===== src/rtl/riscv_wb_q.sv =====
// riscv_wb_q - RISC-V writeback queue.
//
// Holds up to DEPTH in-flight MEM results (ALU pass-through and loads) in
// program order, pairs in-order data-bus responses with outstanding loads,
// extracts and extends load data for XLEN 32/64, and retires at most one
// register-file write per cycle in program order. An empty queue lets an
// entry that is already complete flow straight through to the write port.
//
// Ports:
//   clk, rstn        clock, asynchronous active-low reset
//   mem_wb_valid     MEM offers an entry; accepted when mem_wb_rdy is high
//   mem_wb_rdy       queue has room (registered count < DEPTH)
//   mem_wb_funct     load function (0 = ALU result, 1..7 = LB..LD)
//   mem_wb_data      ALU result or load byte address
//   mem_wb_rsd       destination register
//   data_bif_rdata   load response data, XLEN-aligned
//   data_bif_rvalid  one response per pulse, in issue order
//   wb_rf_data       register-file write data
//   wb_rf_rsd        register-file write register
//   wb_rf_write      one-cycle write strobe
//   wb_pend          occupied entries
//   wb_err           one-cycle error pulse (stray response or illegal load)
module riscv_wb_q #(
    parameter int unsigned XLEN    = 32,
    parameter int unsigned DEPTH   = 4,
    parameter int unsigned FUNCT_W = 3
) (
    input  logic                       clk,
    input  logic                       rstn,
    input  logic                       mem_wb_valid,
    output logic                       mem_wb_rdy,
    input  logic [FUNCT_W-1:0]         mem_wb_funct,
    input  logic [XLEN-1:0]            mem_wb_data,
    input  logic [4:0]                 mem_wb_rsd,
    input  logic [XLEN-1:0]            data_bif_rdata,
    input  logic                       data_bif_rvalid,
    output logic [XLEN-1:0]            wb_rf_data,
    output logic [4:0]                 wb_rf_rsd,
    output logic                       wb_rf_write,
    output logic [$clog2(DEPTH+1)-1:0] wb_pend,
    output logic                       wb_err
);

    localparam int unsigned PW = $clog2(DEPTH);
    localparam int unsigned CW = $clog2(DEPTH + 1);
    localparam int unsigned BW = $clog2(XLEN / 8);

    localparam logic [FUNCT_W-1:0] F_NOP = FUNCT_W'(0);
    localparam logic [FUNCT_W-1:0] F_LB  = FUNCT_W'(1);
    localparam logic [FUNCT_W-1:0] F_LH  = FUNCT_W'(2);
    localparam logic [FUNCT_W-1:0] F_LW  = FUNCT_W'(3);
    localparam logic [FUNCT_W-1:0] F_LBU = FUNCT_W'(4);
    localparam logic [FUNCT_W-1:0] F_LHU = FUNCT_W'(5);
    localparam logic [FUNCT_W-1:0] F_LWU = FUNCT_W'(6);
    localparam logic [FUNCT_W-1:0] F_LD  = FUNCT_W'(7);

    // Queue storage
    logic [FUNCT_W-1:0] q_funct [DEPTH];
    logic [XLEN-1:0]    q_data  [DEPTH];
    logic [4:0]         q_rsd   [DEPTH];
    logic [XLEN-1:0]    q_rdata [DEPTH];
    logic [DEPTH-1:0]   q_done;
    logic [PW-1:0]      rd_ptr;
    logic [PW-1:0]      wr_ptr;
    logic [CW-1:0]      count;

    // Control
    logic          match_found;
    logic [PW-1:0] match_idx;
    logic [PW-1:0] scan_idx;
    logic          in_nop;
    logic          accept;
    logic          flow;
    logic          push;
    logic          head_done;
    logic          head_direct;
    logic          pop;
    logic          resp_to_q;
    logic          resp_to_new;
    logic          resp_to_flow;
    logic          resp_drop;

    // Retire selection
    logic               ret_valid;
    logic [FUNCT_W-1:0] ret_funct;
    logic [XLEN-1:0]    ret_addr;
    logic [XLEN-1:0]    ret_rdata;
    logic [4:0]         ret_rsd;
    logic [XLEN-1:0]    ret_val;
    logic               ret_err;

    // Widened to 64 bits so one body covers both XLEN values; the result is
    // truncated back to XLEN. For XLEN=32, LWU/LD fall back to LW and flag.
    function automatic logic [XLEN:0] extract(
        input logic [FUNCT_W-1:0] funct,
        input logic [XLEN-1:0]    addr,
        input logic [XLEN-1:0]    rdata
    );
        logic [XLEN-1:0] sh;
        logic [63:0]     sh64;
        logic [63:0]     res;
        logic            illegal;
        sh      = rdata >> {addr[BW-1:0], 3'b000};
        sh64    = 64'(sh);
        illegal = 1'b0;
        case (funct)
            F_LB:  res = {{56{sh64[7]}},  sh64[7:0]};
            F_LH:  res = {{48{sh64[15]}}, sh64[15:0]};
            F_LW:  res = {{32{sh64[31]}}, sh64[31:0]};
            F_LBU: res = {56'd0, sh64[7:0]};
            F_LHU: res = {48'd0, sh64[15:0]};
            F_LWU: begin
                if (XLEN == 32) begin
                    res     = {{32{sh64[31]}}, sh64[31:0]};
                    illegal = 1'b1;
                end else begin
                    res = {32'd0, sh64[31:0]};
                end
            end
            F_LD: begin
                if (XLEN == 32) begin
                    res     = {{32{sh64[31]}}, sh64[31:0]};
                    illegal = 1'b1;
                end else begin
                    res = sh64;
                end
            end
            default: res = 64'(addr);
        endcase
        return {illegal, res[XLEN-1:0]};
    endfunction

    assign mem_wb_rdy = (count < CW'(DEPTH));
    assign wb_pend    = count;

    // Oldest occupied entry still waiting for its response
    always_comb begin
        match_found = 1'b0;
        match_idx   = rd_ptr;
        scan_idx    = rd_ptr;
        for (int unsigned i = 0; i < DEPTH; i++) begin
            scan_idx = rd_ptr + PW'(i);
            if (!match_found && (CW'(i) < count) && !q_done[scan_idx] &&
                (q_funct[scan_idx] != F_NOP)) begin
                match_found = 1'b1;
                match_idx   = scan_idx;
            end
        end
    end

    always_comb begin
        in_nop      = (mem_wb_funct == F_NOP);
        accept      = mem_wb_valid && mem_wb_rdy;
        flow        = accept && (count == '0) && (in_nop || data_bif_rvalid);
        push        = accept && !flow;
        head_done   = (count != '0) && q_done[rd_ptr];
        // The scan starts at the head, so an undone head is always the target
        head_direct = (count != '0) && !q_done[rd_ptr] && data_bif_rvalid &&
                      match_found && (match_idx == rd_ptr);
        pop         = head_done || head_direct;

        resp_to_q    = data_bif_rvalid && match_found;
        resp_to_new  = data_bif_rvalid && !match_found && push && !in_nop;
        resp_to_flow = data_bif_rvalid && flow && !in_nop;
        resp_drop    = data_bif_rvalid && !resp_to_q && !resp_to_new && !resp_to_flow;
    end

    always_comb begin
        ret_valid = pop || flow;
        ret_funct = mem_wb_funct;
        ret_addr  = mem_wb_data;
        ret_rdata = data_bif_rdata;
        ret_rsd   = mem_wb_rsd;
        if (pop) begin
            ret_funct = q_funct[rd_ptr];
            ret_addr  = q_data[rd_ptr];
            ret_rsd   = q_rsd[rd_ptr];
            ret_rdata = head_done ? q_rdata[rd_ptr] : data_bif_rdata;
        end
        {ret_err, ret_val} = extract(ret_funct, ret_addr, ret_rdata);
    end

    always_ff @(posedge clk or negedge rstn) begin
        if (!rstn) begin
            for (int unsigned i = 0; i < DEPTH; i++) begin
                q_funct[i] <= '0;
                q_data[i]  <= '0;
                q_rsd[i]   <= '0;
                q_rdata[i] <= '0;
            end
            q_done      <= '0;
            rd_ptr      <= '0;
            wr_ptr      <= '0;
            count       <= '0;
            wb_rf_data  <= '0;
            wb_rf_rsd   <= '0;
            wb_rf_write <= 1'b0;
            wb_err      <= 1'b0;
        end else begin
            if (push) begin
                q_funct[wr_ptr] <= mem_wb_funct;
                q_data[wr_ptr]  <= mem_wb_data;
                q_rsd[wr_ptr]   <= mem_wb_rsd;
                q_rdata[wr_ptr] <= resp_to_new ? data_bif_rdata : '0;
                q_done[wr_ptr]  <= in_nop || resp_to_new;
                wr_ptr          <= wr_ptr + PW'(1);
            end
            if (resp_to_q) begin
                q_rdata[match_idx] <= data_bif_rdata;
                q_done[match_idx]  <= 1'b1;
            end
            // Placed after the response write so a direct retire leaves the slot clean
            if (pop) begin
                q_done[rd_ptr] <= 1'b0;
                rd_ptr         <= rd_ptr + PW'(1);
            end
            count <= count + CW'(push) - CW'(pop);

            wb_rf_write <= ret_valid && (ret_rsd != 5'd0);
            wb_rf_data  <= (ret_valid && (ret_rsd != 5'd0)) ? ret_val : '0;
            wb_rf_rsd   <= ret_valid ? ret_rsd : 5'd0;
            wb_err      <= resp_drop || (ret_valid && ret_err);
        end
    end

endmodule


===== config.mk =====
export PLATFORM = sky130hd
export DESIGN_NAME = riscv_wb_q
export DESIGN_NICKNAME = d
export VERILOG_FILES = /design/src/rtl/riscv_wb_q.sv
export SDC_FILE = /design/constraint.sdc
export NUM_CORES = 1
export LEC_CHECK = 0
export CORE_UTILIZATION = 40
export CTS_CLUSTER_DIAMETER = 120
export DETAILED_ROUTE_END_ITERATION = 10
export GPL_TIMING_DRIVEN = 0
export PLACE_DENSITY_LB_ADDON = 0.1
export SETUP_SLACK_MARGIN = 0.15
export SLEW_MARGIN = 20
export SYNTH_ARGS = -nofsm -noshare
export SYNTH_HDL_FRONTEND = slang
export SYNTH_SLANG_ARGS = --single-unit
export TNS_END_PERCENT = 100

===== constraint.sdc =====
create_clock -name clk -period 5.85 [get_ports clk]
set_input_delay 1.17 -clock clk [delete_from_list [all_inputs] [get_ports clk]]
set_output_delay 1.17 -clock clk [all_outputs]
set_load 0.005 [all_outputs]

==> results.sh, run 1 <==
export IMPL_cts_buffers=38
export IMPL_gr_max_usage_layer="met2"
export IMPL_layout_area_overhead_vs_synth_pct=19.59
export IMPL_peakVddDrop_mv=0.1502
export IMPL_finish_net_count=1471
export IMPL_timing_critical_path_slowest_cell_delay_ns=0.73
export IMPL_crit_slowest_cell="a211oi_2"
export IMPL_netlist_top_cells_count="338 x dfrtp_1, 154 x mux2_2, 135 x a22o_1, 102 x nand2_1, 72 x mux4_2"
export IMPL_clock_sinks=338
export IMPL_min_period_over_period=0.8972
export IMPL_globalRoute_totalOverflow=0
export IMPL_first_global_vias=11773
export IMPL_worstHoldPathType="flop to flop"
export IMPL_yosysTopAreaCell="dfrtp_1"
export IMPL_fp_dieH_um=202.9
export IMPL_grt_usage=0.2459
export IMPL_cellPowerDensity_nw_per_um2=258.9
export IMPL_path_clk_slew_ns=0.06
export IMPL_wl_per_cell_um=25.52
export IMPL_synthAdderAreaFrac=0.01054
export IMPL_yosys_area_share_xor_xnor=0.001627
export IMPL_cp_required_ns=6.21
export IMPL_worst_setup_path_end_kind="flop"
export IMPL_diodes=0
export IMPL_num_vias=11443
export IMPL_drv_slew=0
export IMPL_dp_final_hpwl_um=34170
export IMPL_synth_top_flop_cell="dfrtp_1"
export IMPL_numPortBuffers=116
export IMPL_largest_delay_share_family_worst_path="compound AO/OA/AOI/OAI gates"
export IMPL_asyncSetResetFlopFracSynth=1.000
export IMPL_synth_area_mux_share=0.2402
export IMPL_avgViaCountPerCell=5.923
export IMPL_tightestPinTransition_ns=1.102
export IMPL_start_kind="flop"
export IMPL_ratio_of_cells_with_drive_above_1_in_the_final_layout=0.2345
export IMPL_synthesis_yosys_warnings=0
export IMPL_post_cts_resized=0
export IMPL_avgSynthCellArea_um2=13.20
export IMPL_setup_slack_ns=0.6016
export IMPL_post_synth_and_or_nand_nor_area_fraction=0.05982
export IMPL_maxCapViolations=0
export IMPL_detail_route_first_pass_iterations=5
export IMPL_combinational_family_with_the_most_area_after_synthesis="multiplexers"
export IMPL_post_cts_setup_buffer_count=0
export IMPL_synth_compound_gate_area_share=0.1372
export IMPL_layoutNonFillerInstCount=1932
export IMPL_post_synth_inst_count=1223
export IMPL_power_leakage_nw=9.085
export IMPL_critical_path_class="flop to flop"
export IMPL_post_synth_main_area_contributors="dfrtp_1 52%, mux2_2 11%, mux4_2 10%"
export IMPL_worstPathMaxFanout=10
export IMPL_coreArea_um2=39730
export IMPL_cts_buffer_depth=3
export IMPL_largest_net_degree_at_the_start_of_global_routing=94
export IMPL_grt_use_met1=0.3559
export IMPL_cts_tree="built"
export IMPL_gr_usage_met2=0.3849
export IMPL_ys_ff_latch=338
export IMPL_synth_cell_types=66
export IMPL_die_x_um=202.9
export IMPL_worstPathCellList="buf_2, buf_2, inv_1, ha_1, clkbuf_1, or4b_1, o32ai_1, o21bai_1, o32ai_1, nor4_1, o211ai_1, nand3_1, o22ai_2, a211oi_2, a221oi_1"
export IMPL_synth_nets=1312
export IMPL_fin_worst_skew_ns=0.02218
export IMPL_start_util=0.4064
export IMPL_synthDominantCellAreaShare=0.5238
export IMPL_layout_min_cycle_time_ns=5.248
export IMPL_synth_enable_flop_cells=0
export IMPL_global_route_usage_met3=0.03403
export IMPL_setup_viol=0
export IMPL_cts_root_buffer="clkbuf_16"
export IMPL_num_fill_cells=3592
export IMPL_grt_pass1_wl_um=75370
export IMPL_preCtsSetupSlack_ns=0.3248
export IMPL_cts_hold_buf=0
export IMPL_worst_skew_pair_later_pin_latency_ns=0.57
export IMPL_hold_viol_final=0
export IMPL_detail_route_iter0_violations=804
export IMPL_synth_area_um2=16150
export IMPL_drc=0
export IMPL_post_synth_top_count_cell="dfrtp_1"
export IMPL_grt_antenna_before_repair=1
export IMPL_crit_arrival_ns=5.61
export IMPL_route_antenna_remaining_nets=0
export IMPL_fmax_mhz=190.5
export IMPL_standard_cell_row_count=73
export IMPL_yosysSeqAreaShare=0.5238
export IMPL_run_status="finished clean"
export IMPL_grt_setup_unrepaired="false"
export IMPL_boundaryPins=119
export IMPL_cts_htree_levels=2
export IMPL_design_die_area_um2=41180
export IMPL_worst_slew_margin_rel=0.2593
export IMPL_crit_buf_inv=4
export IMPL_globalplace_congestion=0.8840
export IMPL_wl_um=49300
export IMPL_post_place_cells=1867
-- worst paths after layout --
path	from	depth (start not counted)	to	slack [ns]
max	rd_ptr[1]	15	wb_rf_data[30]	0.60
min	q_data[64]	2	q_data[64]	0.48
max reg2reg	rd_ptr[1]	15	wb_rf_data[30]	0.60
min reg2reg	q_data[64]	2	q_data[64]	0.48
max in group asynchronous	rstn	3	q_data[114]	3.96
min in group asynchronous	rstn	1	q_data[97]	0.59
-- layer usage --
metal,share of wire,up-vias
met3,0.056,65
met5,0.00034,-
met1,0.45,6012
li1,-,4987
met2,0.47,377
met4,0.021,2
-- layout by cell type, fill, tap and decap left out, drive strengths merged, types with 3 or more instances in the layout --
cell type and instances:
nor3 14, or2 7, o22ai 6, o21a 3, nand2 103, nor2 45, clkinv 8, mux2i 51
a21oi 21, a31oi 7, or3 5, o21ai 28, o32ai 6, a221oi 23, a211oi 14, a22oi 7
buf 25, clkbuf 121, o211ai 3, mux4 72, dfrtp 338, nand3 8, nand4 4, inv 17
clkdlybuf4s50 115, and3 8, a21o 3, o21bai 6, mux2 154, o31ai 3, nand2b 5, ha 12
a22o 135, nor2b 3
-- worst register-to-register path, stage by stage, from the launching register on --
cell and delay [ns]:
dfrtp_1 0.36, buf_2 0.24, buf_2 0.44, inv_1 0.25
ha_1 0.33, clkbuf_1 0.35, or4b_1 0.48, o32ai_1 0.23
o21bai_1 0.22, o32ai_1 0.17, nor4_1 0.41, o211ai_1 0.19
nand3_1 0.19, o22ai_2 0.14, a211oi_2 0.74, a221oi_1 0.32
-- registers in the layout, indices dropped and copies added, names as in the netlist --
register and cells:
q_funct 12, q_rdata 128, rd_ptr 2, q_data 128
wb_rf_rsd 5, q_rsd 20, wb_rf_write 1, wr_ptr 2
wb_err 1, wb_rf_data 32, q_done 4, wb_pend 3
-- final cells by class --
class | count | area (um2) | share of cell area
Multi-Input combinational cell | 779 | 7263 | 0.3761
Timing Repair Buffer | 119 | 1249 | 0.06466
Clock inverter | 12 | 141.4 | 0.007322
Tap cell | 525 | 656.9 | 0.03402
Inverter | 17 | 63.81 | 0.003304
Sequential cell | 338 | 8458 | 0.4380
Clock buffer | 53 | 1109 | 0.05741
Buffer | 89 | 370.4 | 0.01918
-- power by group --
group,switching (mW),internal [mW]
sequential,0.0000745,2.34
clock,0.996,1.42
combinational,0.168,0.0823
-- metrics by stage --
step	area, um2	total power [mW]	hold WS, ns	util	TNS [ns]
3_5_place_dp	18060	2.633	0.4700	0.4546	0
4_1_cts	19310	5.057	0.4834	0.4860	0
2_1_floorplan	16150	2.452	0.4444	-	0
6_report	19310	5.000	0.4815	0.4860	0
5_1_grt	19310	5.164	0.5122	0.4860	0
3_3_place_gp	17970	2.628	0.4586	0.4522	-3889.59
-- cells by family after synthesis --
| group | Yosys count |
|---|---|
| flip-flops | 338 |
| multiplexers | 277 |
| AO/OA/AOI/OAI | 273 |
| AND/OR/NAND/NOR | 213 |
| buffers and inverters | 106 |
| adder cells (fa/ha/maj) | 13 |
| XOR/XNOR | 3 |
Note: power is estimated with default switching activity, not from simulation.
==> inputs of run 2 (changes only) <==
Settings changed: CTS_CLUSTER_SIZE set to 24.
==> run 2 against run 1 <==
  * Non-clock buffer count is the same
  * First-iteration DRC count is 3.2% lower
  * Core utilization fell by 1.8 points
  * Clock skew grew 0.0047 ns
  * Combinational power hardly changed
  * Clock-buffer cell count fell by 34
  * Total power decreased by 20%
==> results.sh, run 2 (synthesis gave the netlist of run 1 again) <==
export IMPL_critical_path_reg2reg_startpoint="rd_ptr[1]"
export IMPL_cts_buffers=18
export IMPL_num_vias=11202
export IMPL_worst_r2r_cell_count=15
export IMPL_largest_net_degree_at_the_start_of_global_routing=94
export IMPL_cts_tree="built"
export IMPL_worst_slew_margin_rel=0.2424
export IMPL_hold_end="q_data[64]"
export IMPL_crit_arrival_ns=5.63
export IMPL_worstHoldPathType="flop to flop"
export IMPL_cellPowerDensity_nw_per_um2=215.4
export IMPL_worst_r2r_endpoint="wb_rf_data[30]"
export IMPL_timing_critical_path_slowest_cell_delay_ns=0.73
export IMPL_detail_route_iter0_violations=778
export IMPL_drv_slew=0
export IMPL_wl_um=48520
export IMPL_globalplace_congestion=0.8840
export IMPL_cp_required_ns=6.21
export IMPL_fin_worst_skew_ns=0.02684
export IMPL_grt_antenna_before_repair=1
export IMPL_num_fill_cells=3640
export IMPL_wl_per_cell_um=25.68
export IMPL_finish_net_count=1451
export IMPL_worst_setup_path_end_kind="flop"
export IMPL_layout_area_overhead_vs_synth_pct=15.07
export IMPL_die_x_um=202.9
export IMPL_globalRoute_totalOverflow=0
export IMPL_layout_min_cycle_time_ns=5.269
export IMPL_power_leakage_nw=8.728
export IMPL_detail_route_first_pass_iterations=6
export IMPL_clock_sinks=338
export IMPL_start_kind="flop"
export IMPL_first_global_vias=11535
export IMPL_drc=0
export IMPL_grt_use_met1=0.3539
export IMPL_area_sequential_um2=8458
export IMPL_hold_viol_final=0
export IMPL_crit_slowest_cell="a211oi_2"
export IMPL_maxCapViolations=0
export IMPL_diodes=0
export IMPL_grt_usage=0.2395
export IMPL_gr_max_usage_layer="met2"
export IMPL_cts_hold_buf=0
export IMPL_grt_pass1_wl_um=74240
export IMPL_critical_path_class="flop to flop"
export IMPL_peakVddDrop_mv=0.1666
export IMPL_min_delay_start="q_data[64]"
export IMPL_holdWs_ns=0.4854
export IMPL_worst_skew_pair_later_pin_latency_ns=0.55
export IMPL_ratio_of_cells_with_drive_above_1_in_the_final_layout=0.2141
export IMPL_post_cts_setup_buffer_count=0
export IMPL_boundaryPins=119
export IMPL_min_path_cells=2
export IMPL_design_die_area_um2=41180
export IMPL_post_place_cells=1867
export IMPL_dp_final_hpwl_um=34170
export IMPL_coreArea_um2=39730
export IMPL_start_util=0.4064
export IMPL_worstPathMaxFanout=10
export IMPL_cts_buffer_depth=3
export IMPL_standard_cell_row_count=73
export IMPL_grt_setup_unrepaired="false"
export IMPL_top_library_cells_by_usage_in_the_layout_fill_and_taps_aside="338 x dfrtp_1, 154 x mux2_2, 135 x a22o_1, 115 x clkdlybuf4s50_1, 102 x nand2_1"
export IMPL_cts_htree_levels=1
export IMPL_setup_viol=0
export IMPL_layoutNonFillerInstCount=1889
export IMPL_finish_utilization=0.4677
export IMPL_path_clk_slew_ns=0.10
export IMPL_post_cts_resized=0
export IMPL_gr_usage_met2=0.3818
export IMPL_numPortBuffers=116
export IMPL_cts_root_buffer="clkbuf_16"
export IMPL_run_status="finished clean"
export IMPL_route_antenna_remaining_nets=0
export IMPL_avgViaCountPerCell=5.930
export IMPL_fp_dieH_um=202.9
export IMPL_worstPathCellList="buf_2, buf_2, inv_1, ha_1, clkbuf_1, or4b_1, o32ai_1, o21bai_1, o32ai_1, nor4_1, o211ai_1, nand3_1, o22ai_2, a211oi_2, a221oi_1"
export IMPL_multi_input_area_um2=7263
export IMPL_min_period_over_period=0.9006
export IMPL_tightestPinTransition_ns=1.127
export IMPL_fmax_mhz=189.8
export IMPL_worstSetupStartpoint="rd_ptr[1]"
export IMPL_largest_registers="q_data x128, q_rdata x128, wb_rf_data x32"
export IMPL_global_route_usage_met3=0.02247
export IMPL_rrSetupSlack_ns=0.58
export IMPL_most_common_cell_after_layout_fill_and_taps_aside="dfrtp_1"
run 2: cell types whose count changed in the layout (fill, tap and decap cells not counted), sizes merged:
cell and change:
bufinv -1, clkbuf -34, clkinv -6, clkinvlp -2
run 2: critical path, delay by kind of cell (launching register included):
kind	cells	cell delay [ns]
buf+inv	4	1.28
simple gates	3	1.09
flops	1	0.38
compound gates	7	2.02
fa+ha+maj	1	0.33
run 2: cell type report:
class,count,area share
clock inverters,3,0.003569
well taps,525,0.03535
inverters,17,0.003434
repair buffers,119,0.06720
multi-input cells,779,0.3909
clock buffers,19,0.02444
flip-flops and latches,338,0.4552
plain buffers,89,0.01993
run 2: power by group:
group          leakage (nW)  internal, mW  total [mW]  switching, mW
logic                  3.78        0.0823       0.251          0.168
clock network         0.254         0.618        1.42          0.800
registers              4.69          2.33        2.33      0.0000747
run 2: layer usage:
| metal | vias to the layer above | wire (um) |
|---|---|---|
| met5 | - | 17 |
| met3 | 69 | 2207 |
| met2 | 326 | 22610 |
| met4 | 2 | 1161 |
| met1 | 5904 | 22530 |
| li1 | 4901 | - |
run 2: stage by stage:
step	setup TNS (ns)	worst slack (ns)	power (mW)	area [um2]
after global placement	-3889.59	-11.55	2.628	17970
final	0	0.5812	4.003	18580
after detailed placement	0	0.3248	2.633	18060
after global routing	0	0.3764	4.139	18580
after floorplan	0	2.068	2.452	16150
after CTS	0	0.6263	4.047	18580
run 2: how the worst max path moves through the flow:
stage,slack [ns],endpoint
after floorplan,2.07,q_data[10]
after global placement,-11.55,q_data[14]
after detailed placement,0.32,q_data[82]
after CTS,0.63,wb_rf_data[30]
after global routing,0.38,wb_rf_data[30]
final,0.58,wb_rf_data[30]
==> inputs of run 3 (changes only) <==
Settings changed: SETUP_SLACK_MARGIN 0.15 to unset.
==> results of run 3 <==
No change in the layout: final DEF, timing and power equal those of run 2.
==> RTL change 1, RTL diff (flow settings as in run 3) <==
Put one more register stage on the output `wb_err`, cleared by the reset. The value now appears one clock later. The other outputs are not delayed to match. Comments in the files are not updated.
--- a/src/rtl/riscv_wb_q.sv
+++ b/src/rtl/riscv_wb_q.sv
@@ -54,6 +54,8 @@
     localparam logic [FUNCT_W-1:0] F_LWU = FUNCT_W'(6);
     localparam logic [FUNCT_W-1:0] F_LD  = FUNCT_W'(7);
 
+    logic wb_err_s0;
+
     // Queue storage
     logic [FUNCT_W-1:0] q_funct [DEPTH];
     logic [XLEN-1:0]    q_data  [DEPTH];
@@ -195,7 +197,7 @@
             wb_rf_data  <= '0;
             wb_rf_rsd   <= '0;
             wb_rf_write <= 1'b0;
-            wb_err      <= 1'b0;
+            wb_err_s0   <= 1'b0;
         end else begin
             if (push) begin
                 q_funct[wr_ptr] <= mem_wb_funct;
@@ -219,7 +221,15 @@
             wb_rf_write <= ret_valid && (ret_rsd != 5'd0);
             wb_rf_data  <= (ret_valid && (ret_rsd != 5'd0)) ? ret_val : '0;
             wb_rf_rsd   <= ret_valid ? ret_rsd : 5'd0;
-            wb_err      <= resp_drop || (ret_valid && ret_err);
+            wb_err_s0   <= resp_drop || (ret_valid && ret_err);
+        end
+    end
+
+    always_ff @(posedge clk or negedge rstn) begin
+        if (!rstn) begin
+            wb_err <= '0;
+        end else begin
+            wb_err <= wb_err_s0;
         end
     end
 
Formal check against the unedited RTL: not equivalent (a bounded check fails within 4 cycles, from zero or initial values and one cycle with rstn low).
==> RTL change 1 against run 3 <==
Sequential cell count grew 1. Worst setup slack worse by 280 ps. Routed wire length is 2.6% higher. Total power is 0.25% lower. Global-route usage grew 0.50 points. First-iteration DRC count is 17% higher. Via count is 3.8% higher. Critical path depth down 6. Synthesized area is 1.6% higher. Cell area increased by 1.5%.
==> RTL change 1: results <==
metrics = {
    "yosys": {
        "yosysSeqAreaShare_pct": 51.7,
        "synth-main-ff-cell": "dfrtp_1",
        "synth_commonest_cells": "339 x dfrtp_1, 163 x mux2_2, 136 x nand2_1",
        "synth_async_sr_flop_share_pct": 100,
        "yosys_warnings": 0,
        "synth.net_count": 1362,
        "ys_top_cells_by_area": "dfrtp_1 52%, mux2_2 11%, mux4_2 10%",
        "synth_cell_types": 65,
    },
    "placed_design": {
        "dp_hpwl_microns": 35300,
        "pre_cts_ws_ps": 35.3,
        "gp_congestion": 0.879,
        "port_buffers": 115,
    },
    "layout": {
        "fillCellCount": 3604,
        "n_antenna_cell": 0,
        "top_regs": "q_data: 128 flops, q_rdata: 128 flops, wb_rf_data: 32 flops",
        "nets": 1502,
        "drive_above_1_share_pct": 21.1,
    },
    "critical_path": {
        "reg2reg_depth": 9,
        "crit_start": "rd_ptr[1]",
        "rr_endpoint": "wb_rf_data[6]",
        "path_class": "reg2reg",
        "critPathMaxFanout": 10,
        "cp.arrival_ps": 5940,
    },
    "global_route": {
        "grt_max_degree": 93,
        "grt_usage_pct": 24.4,
        "antenna_found_initial": 2,
        "grt_pass1_wl_microns": 76700,
    },
    "hold_path": {
        "whs_endpoint": "wb_err",
        "hold_path.class": "reg2reg",
        "worstHoldStart": "wb_err_s0",
        "min_path_cells": 0,
    },
    "timing": {
        "skew_ps": 23.6,
        "tightestPinTransition_ps": 1100,
        "setup_ws_ps": 298,
        "finalHoldWorstSlack_ps": 369,
        "setup_violations": 0,
    },
    "detailed_routing": {
        "drt_iter0_markers": 908,
        "dr.pass1.iters": 5,
        "wl_microns": 49800,
        "vias": 11628,
    },
    "pwr": {
        "cellLeakagePower_uw": 0.00882,
        "power_switching_uw": 952,
        "peakVddDrop_mv": 0.165,
    },
    "clock_tree": {
        "h-tree-depth": 1,
        "ctsLongestPathBuffers": 3,
        "cts_made_buffers": 18,
        "cts_root_buf": "clkbuf_16",
        "post_cts_resized": 1,
        "clkTransAtPathRegs_ps": 100,
        "clk-insertion-delay-late_ps": 550,
        "cts_setup_buffers": 0,
    },
    "status": {
        "status": "finished, final reports clean",
    },
}
-- RTL change 1: cells by family (layout without fill, tap and decap cells) --
group	after synthesis	after routing	share of synthesized area, %
flip-flops	339	339	51.7
multiplexers	268	268	23.2
adder cells (fa/ha/maj)	13	13	1.04
XOR/XNOR	3	3	0.160
AO/OA/AOI/OAI	269	269	13.4
AND/OR/NAND/NOR	269	269	7.61
buffers and inverters	112	253	2.79
-- RTL change 1: power by group through the flow --
stage / Combinational, uW / Clock [uW] / Sequential, uW
after CTS: 246 / 1460 / 2340
final: 244 / 1410 / 2340
after global routing: 268 / 1520 / 2340
after detailed placement: 245 / 0 / 2390
after floorplan: 67.8 / 0 / 2390
after global placement: 236 / 0 / 2390
-- RTL change 1: through the flow --
stage | cells | instance area (sq um)
after CTS | 1940 | 18900
after floorplan | 1273 | 16400
after global routing | 1939 | 18900
after global placement | 1913 | 18200
final | 1939 | 18900
after detailed placement | 1919 | 18400
-- RTL change 1: critical path, cell delays in order (launching register included) --
cell and delay (ps):
dfrtp_1 450, clkbuf_1 450, buf_1 770, buf_1 730, buf_1 670, buf_1 730, clkbuf_1 650, mux4_2 330
mux2i_1 80, a221oi_1 480
-- RTL change 1: area by class of cell --
cell class	count	area (sq um)	area share, %
multi-input combinational	822	7470	39.6
clock buffer	18	450	2.39
inverter	14	55.1	0.292
timing repair buffer	121	1280	6.78
tap	525	657	3.48
buffer	97	404	2.14
sequential	339	8480	45.0
clock inverter	3	66.3	0.351
-- RTL change 1: per-layer routing --
layer | up-vias | global-route usage (%) | routed length [microns]
li1 | 5104 | - | -
met1 | 6118 | 35.6 | 22800
met2 | 336 | 38.2 | 23200
met3 | 68 | 3.18 | 2480
met4 | 2 | 6.85 | 1280
met5 | - | 0 | 14
==> RTL change 2, RTL diff (flow settings as in run 3) <==
Without the edit above. `XLEN`: 32 -> 16. Comments in the files are not updated.
--- a/src/rtl/riscv_wb_q.sv
+++ b/src/rtl/riscv_wb_q.sv
@@ -21,7 +21,7 @@
 //   wb_pend          occupied entries
 //   wb_err           one-cycle error pulse (stray response or illegal load)
 module riscv_wb_q #(
-    parameter int unsigned XLEN    = 32,
+    parameter int unsigned XLEN    = 16,
     parameter int unsigned DEPTH   = 4,
     parameter int unsigned FUNCT_W = 3
 ) (
Interface: changed (resized data_bif_rdata, mem_wb_data and wb_rf_data); port bits go from 119 to 71. The function was not compared with the original's and may differ.
==> RTL change 2 against run 3 <==
Critical path depth down 7. Sequential share of layout area down 3.0 points. Synthesized area down 40%. Routed wire length down 46%. Clock skew down 13 ps. Die area down 40%. Cell area down 39%. Worst setup slack better by 1100 ps. Total power down 34%. Highest routed layer is now met4. Critical endpoint is now q_data[8]. Sequential cell count down 144. Global-route usage down 1.1 points. Sequential power down 42%.
==> RTL change 2: results <==
metrics = {
    "global_route": {
        "grtUsageMet3_pct": 3.86,
        "grt_usage_pct": 22.9,
        "antenna_found_initial": 0,
        "grt_use_met2_pct": 37.5,
    },
    "critical_path": {
        "regToRegStartpoint": "rd_ptr[0]",
        "reg2reg_slack_ps": 1910,
        "reg2reg_depth": 12,
        "cp.arrival_ps": 4460,
        "crit_slowest_cell": "clkbuf_1",
        "crit_start": "mem_wb_funct[1]",
    },
    "placed_design": {
        "dp_hpwl_microns": 19200,
        "placed_cell_area_sq_um": 10800,
    },
    "timing": {
        "tightestPinTransition_ps": 891,
        "skew_ps": 14.3,
        "finalHoldWorstSlack_ps": 480,
    },
    "layout": {
        "nets": 872,
        "drive_above_1_share_pct": 27.5,
    },
    "yosys": {
        "synth_top_cell_area_share_pct": 50.1,
        "yosysSeqAreaShare_pct": 50.1,
        "synth_commonest_cells": "194 x dfrtp_1, 95 x mux2_2, 73 x nand2_1",
        "synth_cell_types": 77,
    },
    "detailed_routing": {
        "vias": 6680,
    },
    "hold_path": {
        "whs_endpoint": "q_data[0]",
        "worstHoldStart": "q_data[0]",
    },
    "status": {
        "status": "finished, final reports clean",
    },
    "pwr": {
        "peakVddDrop_mv": 0.182,
    },
}
RTL change 2: cell count changes after synthesis, moves of 29 or more:
cell,change
mux2_2,-59
clkbuf_1,-49
mux4_2,-33
mux2i_1,-34
a22o_1,-66
nand2_1,-29
dfrtp_1,-144
RTL change 2: area by class of cell:
cell class	count	area (sq um)
Fill cell	2108	12200
Timing Repair Buffer	70	723
Sequential cell	194	4850
Clock inverter	14	159
Multi-Input combinational cell	477	4540
Tap cell	319	399
Clock buffer	18	439
Buffer	43	259
Inverter	12	45.0
RTL change 2: worst max-delay path by stage:
stage                 end  slack [ps]  depth (start not counted)
4_1_cts         q_data[8]        1700                          8
5_1_grt         q_data[8]        1450                          8
6_report        q_data[8]        1710                          8
3_3_place_gp   q_data[20]       -4160                          1
3_5_place_dp   q_data[13]        1240                          8
2_1_floorplan  wb_pend[2]        2520                         12
RTL change 2: worst reg2reg max path, delay by kind of cell (launching register included):
kind                     cells  cell delay (ps)
AO/OA/AOI/OAI                1              250
XOR/XNOR                     1              130
adder cells (fa/ha/maj)      3              930
buffers and inverters        5              990
flip-flops                   1              490
multiplexers                 1              560
AND/OR/NAND/NOR              1              480
RTL change 2: logic make-up after synthesis:
family                     count (synthesis)  share of synthesized area (%)
and+or+nand+nor                          149                           7.76
xor gates and xnor gates                   3                          0.271
adders and majority gates                 13                           1.76
muxes                                    153                           22.4
AOI/OAI and AO/OA                        159                           14.6
DFF                                      194                           50.1
buffers and inverters                     55                           3.14
RTL change 2: power breakdown:
group / leakage (uW) / internal [uW] / switching, uW
clock network: 0.000295 / 588 / 586
logic: 0.00223 / 44.2 / 77.8
registers: 0.00269 / 1340 / 1.26
RTL change 2: per-layer routing:
metal / routed length, microns / share of wire [%]
met4: 519 / 2.0
met1: 11800 / 45
met3: 1290 / 4.9
met5: 0 / 0
met2: 12800 / 48
RTL change 2: stage by stage:
| step | util, % | setup slack, ps | power [uW] |
|---|---|---|---|
| 3_3_place_gp | 45.7 | -4160 | 1490 |
| 4_1_cts | 48.3 | 1700 | 2670 |
| 5_1_grt | 48.3 | 1450 | 2730 |
| 2_1_floorplan | - | 2520 | 1400 |
| 6_report | 48.3 | 1710 | 2640 |
| 3_5_place_dp | 45.8 | 1240 | 1490 |
